[config.mk]
export PLATFORM = sky130hd
export DESIGN_NAME = comparador_const_seq
export DESIGN_NICKNAME = d
export VERILOG_FILES = /design/src/rtl/comparador_pkg.sv /design/src/rtl/comparador_core.sv /design/src/rtl/comparador_const_seq.sv
export SDC_FILE = /design/constraint.sdc
export NUM_CORES = 1
export LEC_CHECK = 0
export CORE_MARGIN = 10
export CORE_UTILIZATION = 50
export CTS_CLUSTER_SIZE = 12
export DETAILED_ROUTE_END_ITERATION = 12
export HOLD_SLACK_MARGIN = 0.12
export PLACE_DENSITY_LB_ADDON = 0.08
export SKIP_CTS_REPAIR_TIMING = 1
export SYNTH_ARGS = -nofsm -noshare
export SYNTH_HDL_FRONTEND = slang
export SYNTH_SLANG_ARGS = --single-unit
[constraint.sdc]
create_clock -name clk -period 5.3 [get_ports clk]
set_clock_uncertainty 0.05 [all_clocks]
set_input_delay 0.53 -clock clk [delete_from_list [all_inputs] [get_ports clk]]
set_output_delay 0.53 -clock clk [all_outputs]
set_load 0.01 [all_outputs]
[src/rtl/comparador_pkg.sv]
// -----------------------------------------------------------------------------
// comparador_pkg
//   Shared types for the constant-compare sequence detector.
//   cmp_mode_t : compare operator selected by cfg_mode (unsigned in_data vs const)
//   state_t    : detector FSM state
// -----------------------------------------------------------------------------
package comparador_pkg;

    typedef enum logic [1:0] {
        MODE_EQ = 2'b00,
        MODE_NE = 2'b01,
        MODE_GT = 2'b10,
        MODE_LT = 2'b11
    } cmp_mode_t;

    typedef enum logic [1:0] {
        ST_IDLE   = 2'b00,
        ST_ARMED  = 2'b01,
        ST_COUNT  = 2'b10,
        ST_DETECT = 2'b11
    } state_t;

endpackage

[src/rtl/comparador_core.sv]
// -----------------------------------------------------------------------------
// comparador_core
//   Purely combinational compare of one sample against the stored constant.
//   Ports:
//     data  in  WIDTH  sample operand
//     cst   in  WIDTH  comparison constant
//     mode  in  2      compare operator (cmp_mode_t)
//     mask  in  WIDTH  bit-select mask, 1 = bit compared (CMP_MASK_EN only)
//     hit   out 1      compare result
//   Build option: CMP_MASK_EN adds the mask port; both operands are masked
//   before every operator, so an all-zero mask makes EQ always hit.
// -----------------------------------------------------------------------------
module comparador_core
    import comparador_pkg::*;
#(
    parameter int WIDTH = 4
) (
    input  logic [WIDTH-1:0] data,
    input  logic [WIDTH-1:0] cst,
    input  cmp_mode_t        mode,
`ifdef CMP_MASK_EN
    input  logic [WIDTH-1:0] mask,
`endif
    output logic             hit
);

    logic [WIDTH-1:0] a;
    logic [WIDTH-1:0] b;

`ifdef CMP_MASK_EN
    assign a = data & mask;
    assign b = cst  & mask;
`else
    assign a = data;
    assign b = cst;
`endif

    always_comb begin
        hit = 1'b0;
        case (mode)
            MODE_EQ: hit = (a == b);
            MODE_NE: hit = (a != b);
            MODE_GT: hit = (a >  b);
            MODE_LT: hit = (a <  b);
            default: hit = 1'b0;
        endcase
    end

endmodule

[src/rtl/comparador_const_seq.sv]
// -----------------------------------------------------------------------------
// comparador_const_seq
//   Compares each valid sample against a configured constant and, once armed,
//   detects HITS consecutive qualifying samples.
//   Ports:
//     clk, rst           clock, synchronous active-high reset
//     cfg_load           capture cfg_const/cfg_mode (IDLE only)
//     cfg_const [W]      comparison constant
//     cfg_mode  [2]      00 EQ, 01 NE, 10 GT, 11 LT
//     cfg_mask  [W]      compare mask, 1 = bit compared (CMP_MASK_EN only)
//     arm                start a detection run (IDLE only)
//     clr                abort run, back to IDLE (highest priority)
//     in_valid, in_data  sample stream
//     match, match_valid registered compare result, 1-cycle update pulse
//     run_cnt [CNT_W]    consecutive-hit count
//     detect             high while in DETECT
//     busy               high whenever not IDLE
//   Build option: CMP_MASK_EN enables the masked compare and its register.
// -----------------------------------------------------------------------------
module comparador_const_seq
    import comparador_pkg::*;
#(
    parameter  int WIDTH = 4,
    parameter  int HITS  = 3,
    localparam int CNT_W = $clog2(HITS+1)
) (
    input  logic             clk,
    input  logic             rst,
    input  logic             cfg_load,
    input  logic [WIDTH-1:0] cfg_const,
    input  logic [1:0]       cfg_mode,
`ifdef CMP_MASK_EN
    input  logic [WIDTH-1:0] cfg_mask,
`endif
    input  logic             arm,
    input  logic             clr,
    input  logic             in_valid,
    input  logic [WIDTH-1:0] in_data,
    output logic             match,
    output logic             match_valid,
    output logic [CNT_W-1:0] run_cnt,
    output logic             detect,
    output logic             busy
);

    localparam logic [CNT_W-1:0] HITS_C = CNT_W'(HITS);
    localparam logic [CNT_W-1:0] ONE_C  = CNT_W'(1);

    logic [WIDTH-1:0] cst_q;
    cmp_mode_t        mode_q;
    logic             hit;
    state_t           state, state_n;
    logic [CNT_W-1:0] cnt_n, cnt_inc;

    // Configuration: only writable while idle, and clr wins over a load.
    wire cfg_we = cfg_load && !clr && (state == ST_IDLE);

`ifdef CMP_MASK_EN
    logic [WIDTH-1:0] mask_q;

    always_ff @(posedge clk) begin
        if (rst)         mask_q <= '1;
        else if (cfg_we) mask_q <= cfg_mask;
    end
`endif

    always_ff @(posedge clk) begin
        if (rst) begin
            cst_q  <= '0;
            mode_q <= MODE_EQ;
        end else if (cfg_we) begin
            cst_q  <= cfg_const;
            mode_q <= cmp_mode_t'(cfg_mode);
        end
    end

    comparador_core #(.WIDTH(WIDTH)) u_core (
        .data (in_data),
        .cst  (cst_q),
        .mode (mode_q),
`ifdef CMP_MASK_EN
        .mask (mask_q),
`endif
        .hit  (hit)
    );

    // Match path runs in every state and is independent of clr.
    always_ff @(posedge clk) begin
        if (rst) begin
            match       <= 1'b0;
            match_valid <= 1'b0;
        end else begin
            match_valid <= in_valid;
            if (in_valid) match <= hit;
        end
    end

    always_comb begin
        state_n = state;
        cnt_n   = run_cnt;
        cnt_inc = run_cnt + ONE_C;
        if (clr) begin
            state_n = ST_IDLE;
            cnt_n   = '0;
        end else begin
            case (state)
                ST_IDLE: begin
                    if (arm) begin
                        state_n = ST_ARMED;
                        cnt_n   = '0;
                    end
                end
                ST_ARMED: begin
                    if (in_valid && hit) begin
                        cnt_n   = ONE_C;
                        state_n = (HITS == 1) ? ST_DETECT : ST_COUNT;
                    end
                end
                ST_COUNT: begin
                    if (in_valid) begin
                        if (hit) begin
                            cnt_n   = cnt_inc;
                            state_n = (cnt_inc == HITS_C) ? ST_DETECT : ST_COUNT;
                        end else begin
                            cnt_n   = '0;
                            state_n = ST_ARMED;
                        end
                    end
                end
                ST_DETECT: cnt_n = HITS_C;
                default: begin
                    state_n = ST_IDLE;
                    cnt_n   = '0;
                end
            endcase
        end
    end

    always_ff @(posedge clk) begin
        if (rst) begin
            state   <= ST_IDLE;
            run_cnt <= '0;
        end else begin
            state   <= state_n;
            run_cnt <= cnt_n;
        end
    end

    // Both decode a register, so detect lines up with the match_valid of the
    // HITS-th qualifying sample.
    assign detect = (state == ST_DETECT);
    assign busy   = (state != ST_IDLE);

endmodule

==> flow_summary.rst <==
.. list-table::
   :header-rows: 1

   * - Metric
     - Value
   * - Top Ports
     - 22
   * - Most used standard cells in the synthesized netlist
     - 12 x sky130_fd_sc_hd__dfxtp_1, 11 x sky130_fd_sc_hd__inv_1, 11 x sky130_fd_sc_hd__nor2_1
   * - Worst slew margin
     - 72.1%
   * - Final setup viols
     - 0
   * - Commonest register cell after synthesis
     - sky130_fd_sc_hd__dfxtp_1
   * - Required time reported for the critical path endpoint
     - 5.43 ns
   * - Max-Cap Viols
     - 0
   * - Pin count of the biggest net entering global routing
     - 11
   * - Count of inserted antenna diode cells
     - 0
   * - Number of standard-cell rows in the floorplan
     - 14
   * - First-pass iteration count of the detailed router
     - 4
   * - Maximum clock path buffer count
     - 2
   * - Startpoint-to-endpoint class of the critical path
     - primary input to flop
   * - Sequential share of power
     - 43.6%
   * - Clock tree from TritonCTS
     - built
   * - Weighted congestion reported at the end of routability-driven placement
     - 0.858
   * - Post-CTS clock slew at the launch and capture registers of the worst setup and hold paths
     - 0.08 ns
   * - Number of max-slew violations in the final report
     - 0
   * - Fillers
     - 130
   * - Sequential-to-total area share from yosys stat
     - 30.1%
   * - CP Capture Type
     - flop
   * - Most area-consuming cells after synthesis
     - sky130_fd_sc_hd__dfxtp_1 30%, sky130_fd_sc_hd__ha_1 14%, sky130_fd_sc_hd__mux2i_1 10%, sky130_fd_sc_hd__inv_1 5.2%, sky130_fd_sc_hd__nor2_1 5.2%
   * - RSZ-0062 raised after global routing
     - false
   * - Post-layout power
     - 0.223 mW
   * - FF/Latch Area
     - 240 sq um
   * - Area taken by multi-input logic gates
     - 498 sq um
   * - Number of clock buffers inserted by TritonCTS
     - 3
   * - Portion of total power attributed to combinational logic
     - 22.8%
   * - Count of state elements after synthesis
     - 12
   * - Layout cells sized above 1
     - 11.2%
   * - CTS H-Tree Depth
     - 1
   * - Portion of synthesized cell area occupied by the leading cell type
     - 30.1%
   * - Vias per std cell
     - 5.45
   * - Minimum clock period
     - 2.43 ns
   * - Yosys warnings
     - 0
   * - Global-route wire length before repair
     - 3130 um
   * - CP Launch Type
     - primary input
   * - Biggest area consumer among synthesized cells
     - sky130_fd_sc_hd__dfxtp_1
   * - Number of design-rule violations left by the first detailed-router iteration
     - 15
   * - Leak pwr
     - 0.445 nW
   * - Via Count
     - 670
   * - Detailed-placement wirelength estimate
     - 1430 um
   * - Power Density
     - 213 nW/um^2
   * - Number of instances in the synthesized netlist
     - 84
   * - Quantity of I/O buffers inserted on ports
     - 21
   * - Number of distinct library cells after synthesis
     - 29
   * - Die outline area
     - 3590 sq um
   * - Final net count
     - 133
   * - Fin crit share
     - 45.8%
   * - Initial antenna violation count
     - 0
   * - Fraction of registers with async set/reset
     - 0%
   * - Overall die height
     - 60.0 um
   * - Hold slack
     - 0.456 ns
   * - Switch share
     - 26.7%
   * - Area growth, synth to finish
     - 31.5%
   * - Largest voltage drop on the vdd net
     - 201 uV
   * - Result of the run
     - complete, no violations
   * - Clock power frac
     - 33.5%
   * - Arrival time of the worst setup path
     - 2.56 ns
   * - Netlist area before placement
     - 798 sq um
   * - Net Count, Synth
     - 109
   * - Mean cell area of the mapped netlist
     - 9.50 sq um
   * - Critical path fanouts, max
     - 5
   * - Number of global-route vias before repair
     - 667
   * - Leftover overflow at the end of global routing
     - 0
   * - Worst Max-Slew Pin Slew
     - 0.416 ns
   * - Floorplan Core Area
     - 1510 sq um
   * - Initial core utilization
     - 53.0%
   * - Max frequency
     - 412 MHz
   * - Final setup TNS
     - 0 ns
   * - TritonCTS Sinks
     - 12
   * - Net load switching power
     - 0.0596 mW
   * - Overall routing resource usage
     - 11.0%
   * - Final hold violation count
     - 0
   * - Number of enable flip-flop cells after synthesis
     - 0
   * - Residual DRC
     - 0
   * - Final wirelength
     - 1760 um
   * - Residual antenna-violating net count after detailed routing
     - 0
   * - Class of the tightest hold or removal check
     - flop to flop
   * - Routed WL per cell
     - 14.3 um
   * - Total internal power
     - 0.164 mW
   * - Most used standard cell by instance count after synthesis
     - sky130_fd_sc_hd__dfxtp_1
   * - Die Width
     - 60.0 um
   * - Clk_lat worst skew
     - 0.28 ns
   * - CTS Root Cell
     - sky130_fd_sc_hd__clkbuf_4
-- power by group through the flow --
stage	Sequential [mW]	Combinational (mW)	Clock, mW
detailed placement	0.0996	0.0508	0
global route	0.0981	0.0565	0.0815
global placement	0.0995	0.0506	0
CTS	0.0974	0.0514	0.0772
floorplan	0.0987	0.0320	0
finish	0.0974	0.0510	0.0749
-- cell usage in the layout (no fill, tap or decap), drive strengths merged --
cell type	instances
xnor2	2
nand3b	1
a32o	1
mux2i	8
clkdlybuf4s50	21
o211ai	2
nand2	7
a31o	1
o221ai	1
a2111oi	1
clkbuf	4
o221a	1
a21boi	1
a21o	1
and2b	1
nor4	1
o21ai	2
a41o	3
dfxtp	12
nand4	1
nor2	11
ha	9
a211oi	3
inv	12
-- cell type report --
class                      instances  share of cell area, %
clock buffer                       4                   3.46
inverter                          12                   4.29
timing repair buffer              21                   20.0
sequential                        12                   22.9
multi-input combinational         58                   47.4
tap                               16                   1.91
-- worst paths after layout --
check	depth (start not counted)	slack [ns]	startpoint	endpoint
setup / recovery	8	2.87	in_data[3]	run_cnt[1]
hold / removal	2	0.46	cst_q[2]	cst_q[2]
setup reg to reg	8	3.16	cst_q[3]	run_cnt[1]
hold reg to reg	2	0.46	cst_q[2]	cst_q[2]
-- cell families after synthesis --
group                      count (synthesis)  synth area share [%]
and+or+nand+nor                           22                  13.8
adders and majority gates                  9                  14.1
DFF                                       12                  30.1
buffers and inverters                     14                  7.52
xor gates and xnor gates                   2                  2.19
AOI/OAI and AO/OA                         17                  22.3
muxes                                      8                  10.0
-- registers in the layout (all words and copies together) (netlist names) --
register	count
cst_q	4
mode_q	2
state	2
run_cnt	2
match	1
match_valid	1
-- layer usage --
metal	vias to the layer above	wire (um)	part of all wire [%]	global-route usage, %
met5	-	0	0	0
met4	0	33	1.9	3.85
met3	4	135	7.7	4.24
met2	21	804	46	16.8
met1	302	787	45	13.7
li1	343	-	-	-
-- metrics by stage --
| stage | worst slack, ns | std cells | util (%) | cell area, sq um |
|---|---|---|---|---|
| detailed placement | 2.58 | 119 | 67.3 | 1010 |
| floorplan | 3.11 | 84 | - | 798 |
| CTS | 2.88 | 123 | 69.7 | 1050 |
| global route | 2.69 | 123 | 69.7 | 1050 |
| finish | 2.87 | 123 | 69.7 | 1050 |
| global placement | 2.57 | 119 | 67.3 | 1010 |
-- worst max-delay path: stages --
cell and delay, ns:
sky130_fd_sc_hd__clkdlybuf4s50_1 0.40, sky130_fd_sc_hd__ha_1 0.36, sky130_fd_sc_hd__nand4_2 0.19, sky130_fd_sc_hd__xnor2_1 0.21
sky130_fd_sc_hd__a2111oi_4 0.34, sky130_fd_sc_hd__o221a_4 0.28, sky130_fd_sc_hd__nor2_1 0.05, sky130_fd_sc_hd__a41o_1 0.20
Note: power is estimated with default switching activity, not from simulation.
